<file path="src/rtl/extbus_seq.sv">
`default_nettype none
// ============================================================================
//  Module   : extbus_seq
//  Purpose  : Memory-transaction sequencer for the X port of the 4 x 72-bit
//             external bus register file. A load fetches a 72-bit word
//             (64 data + 8 tag) from memory and writes it into a register
//             word. A store reads a register word out through X and writes
//             it to memory.
//  Ports    : clk/reset       - clock, synchronous active-high reset
//             cmd_*           - microcode command handshake (valid/ready)
//             done/err        - completion pulse / timeout pulse
//             mem_*           - memory request interface (req held to ack)
//             ax/ecx/wx/dx    - X port address, read enable, write enable, data
//             odx             - X port read data, valid while ecx=1
//  Revision : 1.0 - initial release
// ============================================================================
module extbus_seq #(
    parameter int AW      = 20,
    parameter int TIMEOUT = 255
) (
    input  logic          clk,
    input  logic          reset,
    input  logic          cmd_valid,
    output logic          cmd_ready,
    input  logic          cmd_write,
    input  logic [AW-1:0] cmd_addr,
    input  logic [1:0]    cmd_reg,
    output logic          done,
    output logic          err,
    output logic          mem_req,
    output logic          mem_we,
    output logic [AW-1:0] mem_addr,
    output logic [71:0]   mem_wdata,
    input  logic [71:0]   mem_rdata,
    input  logic          mem_ack,
    output logic [1:0]    ax,
    output logic          ecx,
    output logic          wx,
    output logic [71:0]   dx,
    input  logic [71:0]   odx
);

    localparam int CW = (TIMEOUT > 1) ? $clog2(TIMEOUT) : 1;
    localparam logic [CW-1:0] C_TMO_LAST = CW'((TIMEOUT > 0) ? TIMEOUT - 1 : 0);

    typedef enum logic [2:0] {
        S_IDLE = 3'd0,
        S_XRD  = 3'd1,
        S_REQ  = 3'd2,
        S_XWR  = 3'd3,
        S_FIN  = 3'd4
    } state_t;

    state_t        r_state, w_state_nxt;
    logic [AW-1:0] r_addr,  w_addr_nxt;
    logic [1:0]    r_reg,   w_reg_nxt;
    logic          r_wr,    w_wr_nxt;
    logic [71:0]   r_data,  w_data_nxt;
    logic          r_err,   w_err_nxt;
    logic [CW-1:0] r_cnt,   w_cnt_nxt;

    // Next-state and next held-register values. Outputs are registered from
    // these "next" values so every output is a flop yet already reflects the
    // state it belongs to in the same cycle.
    always_comb begin
        w_state_nxt = r_state;
        w_addr_nxt  = r_addr;
        w_reg_nxt   = r_reg;
        w_wr_nxt    = r_wr;
        w_data_nxt  = r_data;
        w_err_nxt   = r_err;
        w_cnt_nxt   = r_cnt;
        case (r_state)
            S_IDLE: begin
                if (cmd_valid) begin
                    w_addr_nxt  = cmd_addr;
                    w_reg_nxt   = cmd_reg;
                    w_wr_nxt    = cmd_write;
                    w_err_nxt   = 1'b0;
                    w_cnt_nxt   = '0;
                    w_state_nxt = cmd_write ? S_XRD : S_REQ;
                end
            end
            S_XRD: begin
                w_data_nxt  = odx;
                w_cnt_nxt   = '0;
                w_state_nxt = S_REQ;
            end
            S_REQ: begin
                // Ack takes priority over an expiring timeout in the same cycle.
                if (mem_ack) begin
                    if (!r_wr) begin
                        w_data_nxt  = mem_rdata;
                        w_state_nxt = S_XWR;
                    end else begin
                        w_state_nxt = S_FIN;
                    end
                end else if ((TIMEOUT != 0) && (r_cnt == C_TMO_LAST)) begin
                    w_err_nxt   = 1'b1;
                    w_state_nxt = S_FIN;
                end else begin
                    w_cnt_nxt = r_cnt + CW'(1);
                end
            end
            S_XWR:   w_state_nxt = S_FIN;
            S_FIN:   w_state_nxt = S_IDLE;
            default: w_state_nxt = S_IDLE;
        endcase
    end

    always_ff @(posedge clk) begin
        if (reset) begin
            r_state   <= S_IDLE;
            r_addr    <= '0;
            r_reg     <= '0;
            r_wr      <= 1'b0;
            r_data    <= '0;
            r_err     <= 1'b0;
            r_cnt     <= '0;
            cmd_ready <= 1'b0;
            done      <= 1'b0;
            err       <= 1'b0;
            mem_req   <= 1'b0;
            mem_we    <= 1'b0;
            mem_addr  <= '0;
            mem_wdata <= '0;
            ax        <= '0;
            ecx       <= 1'b0;
            wx        <= 1'b0;
            dx        <= '0;
        end else begin
            r_state   <= w_state_nxt;
            r_addr    <= w_addr_nxt;
            r_reg     <= w_reg_nxt;
            r_wr      <= w_wr_nxt;
            r_data    <= w_data_nxt;
            r_err     <= w_err_nxt;
            r_cnt     <= w_cnt_nxt;
            cmd_ready <= (w_state_nxt == S_IDLE);
            done      <= (w_state_nxt == S_FIN);
            err       <= (w_state_nxt == S_FIN) && w_err_nxt;
            mem_req   <= (w_state_nxt == S_REQ);
            mem_we    <= (w_state_nxt == S_REQ) && w_wr_nxt;
            mem_addr  <= (w_state_nxt == S_REQ) ? w_addr_nxt : '0;
            mem_wdata <= ((w_state_nxt == S_REQ) && w_wr_nxt) ? w_data_nxt : '0;
            ax        <= ((w_state_nxt == S_XRD) || (w_state_nxt == S_XWR)) ? w_reg_nxt : 2'd0;
            ecx       <= (w_state_nxt == S_XRD);
            wx        <= (w_state_nxt == S_XWR);
            dx        <= (w_state_nxt == S_XWR) ? w_data_nxt : '0;
        end
    end

endmodule
`default_nettype wire

</file>
<file path="config.mk">
export PLATFORM = sky130hd
export DESIGN_NAME = extbus_seq
export DESIGN_NICKNAME = d
export VERILOG_FILES = /design/src/rtl/extbus_seq.sv
export SDC_FILE = /design/constraint.sdc
export NUM_CORES = 1
export LEC_CHECK = 0
export CAP_MARGIN = 20
export CORE_MARGIN = 5
export CORE_UTILIZATION = 40
export CTS_CLUSTER_SIZE = 28
export DETAILED_ROUTE_END_ITERATION = 6
export PLACE_DENSITY = 0.78
export RECOVER_POWER = 50
export SETUP_SLACK_MARGIN = 0.5
export SYNTH_ARGS = -nofsm -noshare
export SYNTH_HDL_FRONTEND = slang
export SYNTH_SLANG_ARGS = --single-unit
</file>
<file path="constraint.sdc">
create_clock -name clk -period 2 [get_ports clk]
set_input_delay 0.6 -clock clk [delete_from_list [all_inputs] [get_ports clk]]
set_output_delay 0.6 -clock clk [all_outputs]
set_load 0.01 [all_outputs]
</file>
# After elaboration in Yosys (flattened, before gate mapping)
# Cells that the tools add are included.
[totals]
ff_bits = 280
out_inout_bits = 173
[op_classes]
addsub = 1
n_eq_ne = 11
mux = 23
bitwise_logic = 4
n_reduce_logical = 11
[ops]
columns = ["operator", "count"]
rows = [
  ["2-to-1 mux 72 bit", 2],
  ["case mux 72 bit (2 select lines)", 1],
  ["2-to-1 mux 20 bit", 2],
  ["2-to-1 mux 8 bit", 3],
  ["case mux 8 bit (3 select lines)", 1],
  ["equality test 3 x 2 -> 1 bit, second input constant", 4],
  ["2-to-1 mux 3 bit", 4],
  ["case mux 3 bit (4 select lines)", 1],
  ["adder 8 x 1 -> 8 bit, second input constant", 1],
  ["equality test 8 bit, second input constant", 1],
  ["OR reduction 2 bit", 4],
  ["equality test 3 x 1 -> 1 bit, second input constant", 2],
  ["logical NOT 3 bit", 2],
  ["2-to-1 mux 2 bit", 3],
  ["inequality test 2 bit, second input constant", 3],
  ["2-to-1 mux 1 bit", 5],
  ["NOT 1 bit", 4],
  ["AND reduction 4 bit", 1],
  ["equality test 3 bit, second input constant", 1],
  ["nonzero test 3 bit", 1],
  ["logical AND 1 bit", 2],
  ["case mux 1 bit (2 select lines)", 1],
  ["logical OR 1 bit", 1],
]

# Longest topological paths before layout
# Gate-level depths: netlist of the first run.
[depth]
word_depth = 8
ltp_mapped = 9

# Least setup slack after synthesis of the first run
# No wires, ideal clock.
[synth_path]
path_type = "reg-to-reg"
from = "register r_cnt[0]"
to = "register mem_wdata[43]"
setup_time_ps = 139
arrival_ps = 1741
t_required_ps = 1861
setup_slack_ps = 120
stages_incl_launch_ff = 9
synth_period_minus_slack_ps = 1880
cell_sequence = "dfxtp_1 -> inv_1 -> ha_1 -> nand3_1 -> or2_0 -> clkbuf_1 -> a22oi_1 -> clkbuf_1 -> nor4_2"
[synth_via]
elab_chain_len = 8
[synth_lines]
columns = ["element", "line_no", "rtl"]
rows = [
  ["from (decl)", "60", "logic [CW-1:0] r_cnt, w_cnt_nxt;"],
  ["from (signal assigned)", "138", "r_cnt <= w_cnt_nxt;"],
  ["equality test 8 bit", "98", "end else if ((TIMEOUT != 0) && (r_cnt == C_TMO_LAST)) begin"],
  ["2-to-1 mux 3 bit", "98", ""],
  ["2-to-1 mux 3 bit", "91", "if (mem_ack) begin"],
  ["case mux 3 bit (4 select lines)", "73", "case (r_state)"],
  ["equality test 3 x 2 -> 1 bit", "145", "mem_wdata <= ((w_state_nxt == S_REQ) && w_wr_nxt) ? w_data_nxt : '0;"],
  ["logical AND 1 bit", "145", ""],
  ["NOT 1 bit (no line)", "-", ""],
  ["OR reduction 2 bit (no line)", "-", ""],
  ["to (signal assigned)", "145", ""],
  ["to (decl)", "33", "output logic [71:0] mem_wdata,"],
]
# Every way passes these cells.
# A chain may end at the register's enable or synchronous reset.

# Worst setup path after layout of the first run
[layout_path]
from = "register r_state[2]"
to = "register r_data[18]"
[layout_via]
elab_chain_len = 2
elab_cells_between_ends = 3
[layout_lines]
columns = ["element", "line_no", "rtl"]
rows = [
  ["from (decl)", "54", "state_t r_state, w_state_nxt;"],
  ["from (signal assigned)", "132", "r_state <= w_state_nxt;"],
  ["equality test 3 x 2 -> 1 bit / equality test 3 x 1 -> 1 bit (equally long branches)", "73", ""],
  ["case mux 72 bit (2 select lines) *", "73", ""],
  ["to (signal assigned)", "136", "r_data <= w_data_nxt;"],
  ["to (decl)", "58", "logic [71:0] r_data, w_data_nxt;"],
]
# Mark *: on every way between the ends. The rest lies on a longest branch, timed or not.

==> metrics.yaml, run 1 <==
outcome:
  outcome: "finished clean"
grt:
  grt_pass1_vias: 8772
  grt_overflow: 0
  grt_usage: 0.229
  grt_max_degree: 99
  grt_pass1_wl_um: 49300
  grt_antenna_before_repair: 0
clock_tree:
  cts.sink_count: 280
  cts_max_level: 1
  clockBufferDepth: 3
  cts_root_buffer: "clkbuf_16"
  clk_latency_ns: 0.54
  cts_tree: "built"
  cts.clk_slew.worst_paths_ns: 0.06
  cts_inserted_buffers: 29
  cts_hold_buf: 0
sta:
  hold_viol_final: 0
  min_period_ns: 1.88
  worst_slack_ns: 0.120
  max_freq_ghz: 0.532
  skew_ns: 0.0104
  post-route-period-util: 0.940
  worst_slew_pin_slew_ns: 0.585
  slew_headroom: 0.610
  whs_ns: 0.316
  rsz0062_at_grt: "yes"
  setup_tns_ns: 0
  drv_slew: 0
  setup_viol: 0
placed_design:
  pre_cts_ws_ns: -0.644
  placed_area_um2: 14400
  hpwl_um: 22400
  dp.cells: 1558
  place.port_buffers: 343
  gp_congestion: 0.821
synth:
  synth_edf_count: 0
  postSynth.asyncResetShare: 0
  syn_nets: 1082
  yosysWarningCount: 0
  synth_area_per_cell_um2: 10.5
  synth.ff_latch_count: 280
  postSynthCellCount: 909
  syn-cell-area_um2: 9580
  ys_seq_area_frac: 0.585
  synthFlopType: "dfxtp_1"
  synth_cell_types: 42
min_path:
  hp-class: "in -> reg"
floorplan:
  die_h_um: 165
  core-area_um2: 23500
  row_count: 56
  die-area_um2: 27200
  ios: 344
  die_w_um: 165
  start_util: 0.407
finish:
  post_route_cells_drive_above_1_share: 0.405
  synthToLayoutAreaGrowth_pct: 82.5
  final_area_um2: 17500
  final_util: 0.743
  final_nets: 1522
  num-fill-cells: 1553
  num_antenna_cells: 0
  top_regs: "dx: 72 flops, mem_wdata: 72 flops, r_data: 72 flops"
  final_cells: 1683
pwr:
  ir_drop_v: 0.000666
  p_per_area_nw_per_um2: 967
  p_leak_nw: 6.58
  total_power_mw: 16.9
detailed_routing:
  avgViaCountPerCell: 5.52
  drc: 0
  drtPass1Iterations: 5
  wl_um: 39900
  vias: 9291
  avgRoutedWirePerCell_um: 23.7
  antenna_left: 0
  drt_iter0_drc: 563
setup_path:
  cpMaxStageDelayCell: "dfxtp_4"
  crit_chain: "nor3b_4, clkbuf_1, a21oi_4, buf_6, buf_6, buf_12, buf_12, a21oi_4, nor2_1"
  critPathLaunchType: "flop"
  crit_type: "reg -> reg"
  endpoint_kind: "flop"
  critPathMaxFanout: 6
  slowest_delay_ns: 0.38
  crit_required_ns: 2.40
  rrSetupSlack_ns: 0.12
  arrival_ns: 2.28
flow_run:
  cap_violations: 0
power by group:
group          leakage [nW]  switching (mW)  internal, mW
clock network         0.419            2.14          2.91
logic                  3.89            3.03          2.69
registers              2.27           0.225          5.92
total                  6.58            5.39          11.5
layer usage:
metal / track usage / vias up / wire, um
li1: - / 4192 / -
met1: 0.277 / 4530 / 15000
met2: 0.397 / 465 / 20000
met3: 0.0621 / 104 / 3390
met4: 0.0726 / 0 / 1470
met5: 0 / - / 0
repair_timing:
action / CTS / global route
setup endpoints to repair: 452 / 453
pin swaps: 8 / 82
resized for setup: 693 / 539
gates cloned: 1 / 34
setup buffers: 11 / 33
layout by cell type (no fill, tap or decap), types with 7 or more instances in the layout:
cell               n
dfxtp_1          272
clkdlybuf4s50_1  167
buf_6            161
nor2_1            77
a21oi_4           65
a32o_1            57
buf_4             56
clkbuf_1          52
clkbuf_16         50
nor3_1            47
nand2_1           45
nor4_2            39
buf_12            36
a21oi_1           33
nor4_4            32
nor3_2            29
and2_1            21
a32o_2            14
a21oi_2            7
buf_16             7
critical path, delay by kind of cell (launching register included):
family / cells / cell delay [ns]
simple gates: 2 / 0.32
compound gates: 2 / 0.29
flops: 1 / 0.38
buf+inv: 5 / 0.75
cells in the mapped netlist, types with 2 or more instances:
cell      instances  area, um2
dfxtp_1         280       5610
a21oi_1         103        515
nor2_1           82        308
nor3_1           77        385
a32o_1           71        711
nor4_2           60        751
nand2_1          48        180
clkbuf_1         44        165
buf_2            36        180
and2_1           22        138
nor4_1           14       87.6
buf_4            11       82.6
nor2b_1           6       37.5
o31ai_1           6       45.0
or4_1             6       45.0
inv_1             5       18.8
nand3_1           5       25.0
mux2i_1           3       30.0
a21o_1            2       15.0
buf_6             2       22.5
ha_1              2       25.0
nand2b_1          2       12.5
o21a_1            2       15.0
o21ai_0           2       10.0
final timing paths:
path,start,endpoint,depth (start not counted)
max,r_state[2],r_data[18],9
min,reset,r_wr,2
max reg2reg,r_state[2],r_data[18],9
min reg2reg,r_addr[17],r_addr[17],2
layout make-up:
cell class,count,area (um2),area share
sequential,280,5630,0.322
timing repair buffer,500,5600,0.320
multi-input combinational,533,4980,0.285
clock buffer,42,815,0.0466
tap,319,399,0.0228
clock inverter,4,47.5,0.00272
inverter,5,18.8,0.00107
cells by family (layout without fill, tap and decap cells):
group | count (synthesis) | count (layout) | synth area share
AND/OR/NAND/NOR | 334 | 334 | 0.218
flip-flops | 280 | 280 | 0.585
multiplexers | 3 | 3 | 0.00313
AO/OA/AOI/OAI | 192 | 194 | 0.142
buffers and inverters | 98 | 551 | 0.0490
adder cells (fa/ha/maj) | 2 | 2 | 0.00261
No activity file was read; power rests on OpenSTA's default activity.
==> inputs of run 2 (changes only) <==
--- a/config.mk
+++ b/config.mk
@@ -8,9 +8,10 @@
 export CAP_MARGIN = 20
 export CORE_MARGIN = 5
 export CORE_UTILIZATION = 40
+export CTS_CLUSTER_DIAMETER = 120
 export CTS_CLUSTER_SIZE = 28
 export DETAILED_ROUTE_END_ITERATION = 6
-export PLACE_DENSITY = 0.78
+export PLACE_DENSITY = 0.75
 export RECOVER_POWER = 50
 export SETUP_SLACK_MARGIN = 0.5
 export SYNTH_ARGS = -nofsm -noshare
==> constraint.sdc (replaced) <==
create_clock -name clk -period 1.8 [get_ports clk]
set_input_delay 0.54 -clock clk [delete_from_list [all_inputs] [get_ports clk]]
set_output_delay 0.54 -clock clk [all_outputs]
set_load 0.01 [all_outputs]
==> metrics.yaml, run 2 (same netlist as run 1, synthesis figures left out) <==
grt:
  grt_max_degree: 67
  grt_overflow: 0
  grt_pass1_vias: 8736
  grt_usage: 0.230
  grt_pass1_wl_um: 49400
  grt_antenna_before_repair: 1
pwr:
  p_leak_nw: 7.09
  p_comb_frac: 0.414
  p_sw_frac: 0.337
  p_per_area_nw_per_um2: 962
  p_seq_frac: 0.398
  p_clk_frac: 0.189
  ir_drop_v: 0.000589
  p_int_mw: 11.4
  p_sw_mw: 5.78
placed_design:
  gp_congestion: 0.797
  place.port_buffers: 343
  hpwl_um: 21700
  placed_area_um2: 14400
sta:
  hold_viol_final: 0
  skew_ns: 0.0189
  setup_viol: 148
  slew_headroom: 0.399
  min_period_ns: 1.94
  worst_slack_ns: -0.137
  worst_slew_pin_slew_ns: 0.901
  drv_slew: 0
  setup_tns_ns: -11.49
  max_freq_ghz: 0.516
  rsz0062_at_grt: "yes"
  post-route-period-util: 1.08
setup_path:
  crit_start: "r_cnt[0]"
  arrival_ns: 2.30
  crit_type: "reg -> reg"
  crit_required_ns: 2.17
  critPathMaxFanout: 7
  worst_r2r_endpoint: "mem_wdata[52]"
  endpoint: "mem_wdata[52]"
  reg2reg_from: "r_cnt[0]"
  critPathLaunchType: "flop"
  endpoint_kind: "flop"
  r2r_cells: 9
  rrSetupSlack_ns: -0.14
finish:
  final_area_um2: 17800
  top_regs: "dx: 72 flops, mem_wdata: 72 flops, r_data: 72 flops"
  final_nets: 1521
  post_route_cells_drive_above_1_share: 0.446
  num-fill-cells: 1511
  final_util: 0.756
  final_common_cell: "dfxtp_1"
  final_cell_mix: "dfxtp_1, clkdlybuf4s50_1, buf_6"
  synthToLayoutAreaGrowth_pct: 85.8
detailed_routing:
  antenna_left: 0
  drt_iter0_drc: 492
  avgViaCountPerCell: 5.42
  wl_um: 38300
  drc: 0
  drtPass1Iterations: 5
  avgRoutedWirePerCell_um: 22.9
  vias: 9036
clock_tree:
  cts_root_buffer: "clkbuf_16"
  cts_tree: "built"
  cts.clk_slew.worst_paths_ns: 0.11
  cts.sink_count: 280
  cts_inserted_buffers: 13
  cts_max_level: 1
  clockBufferDepth: 3
  clk_latency_ns: 0.49
min_path:
  hp-class: "in -> reg"
  holdPathStages: 2
floorplan:
  ios: 344
  die_w_um: 165
  die-area_um2: 27200
  start_util: 0.407
  die_h_um: 165
  core-area_um2: 23500
  row_count: 56
flow_run:
  cap_violations: 0
outcome:
  outcome: "finished, violations left"
  violations: "negative setup slack"
-- run 2: how the worst min path moves through the flow --
stage | to | slack (ns) | start
after floorplan | r_addr[0] | 0.44 | r_addr[0]
after global placement | r_addr[7] | 0.44 | r_addr[7]
after detailed placement | r_addr[9] | 0.45 | r_addr[9]
after CTS | r_wr | 0.24 | reset
after global routing | r_wr | 0.25 | reset
final | r_wr | 0.26 | reset
-- run 2: stage by stage --
step | hold slack (ns) | worst slack (ns) | std cells | power, mW
floorplan | 0.436 | 0.0558 | 909 | 9.53
global placement | 0.444 | -0.641 | 1562 | 11.0
detailed placement | 0.451 | -0.672 | 1562 | 11.0
CTS | 0.242 | -0.00226 | 1609 | 15.0
global route | 0.247 | -0.206 | 1667 | 17.7
finish | 0.264 | -0.137 | 1667 | 17.1
-- run 2: layout make-up --
type / count / area, um2 / share of cell area
diodes: 1 / 2.50 / 0.000141
clock buffers: 14 / 329 / 0.0185
inverters: 5 / 18.8 / 0.00105
multi-input cells: 532 / 5340 / 0.300
flip-flops and latches: 280 / 5700 / 0.320
well taps: 319 / 399 / 0.0224
repair buffers: 516 / 6020 / 0.338
-- run 2: metal layers --
metal  share of wire  global-route usage  vias to the layer above
li1                -                   -                     4166
met1            0.38               0.280                     4426
met2            0.51               0.402                      366
met3           0.078              0.0604                       78
met4           0.031              0.0650                        0
met5               0                   0                        -
-- run 2: power groups by stage --
stage | combinational, mW | sequential [mW] | clock (mW)
after floorplan | 2.64 | 6.89 | 0
after global placement | 4.10 | 6.85 | 0
after detailed placement | 4.15 | 6.86 | 0
after CTS | 5.02 | 6.73 | 3.25
after global routing | 7.39 | 6.84 | 3.49
final | 7.09 | 6.82 | 3.23
-- run 2: timing repair --
action                                  4_1_cts  5_1_grt
gates cloned                                 11       23
endpoints found under the setup margin      453      453
setup buffers                                22       34
hold buffers                                  0        0
pin swaps                                    34      115
resized for setup                           495      400
-- run 2: worst max-delay path: stages (launching register included) --
cell and delay [ns]:
dfxtp_2 0.34, inv_2 0.07, ha_4 0.13, nand3_2 0.07, or2_4 0.27, a211oi_4 0.33, buf_6 0.19, buf_12 0.16
clkbuf_16 0.19, nor4_2 0.05
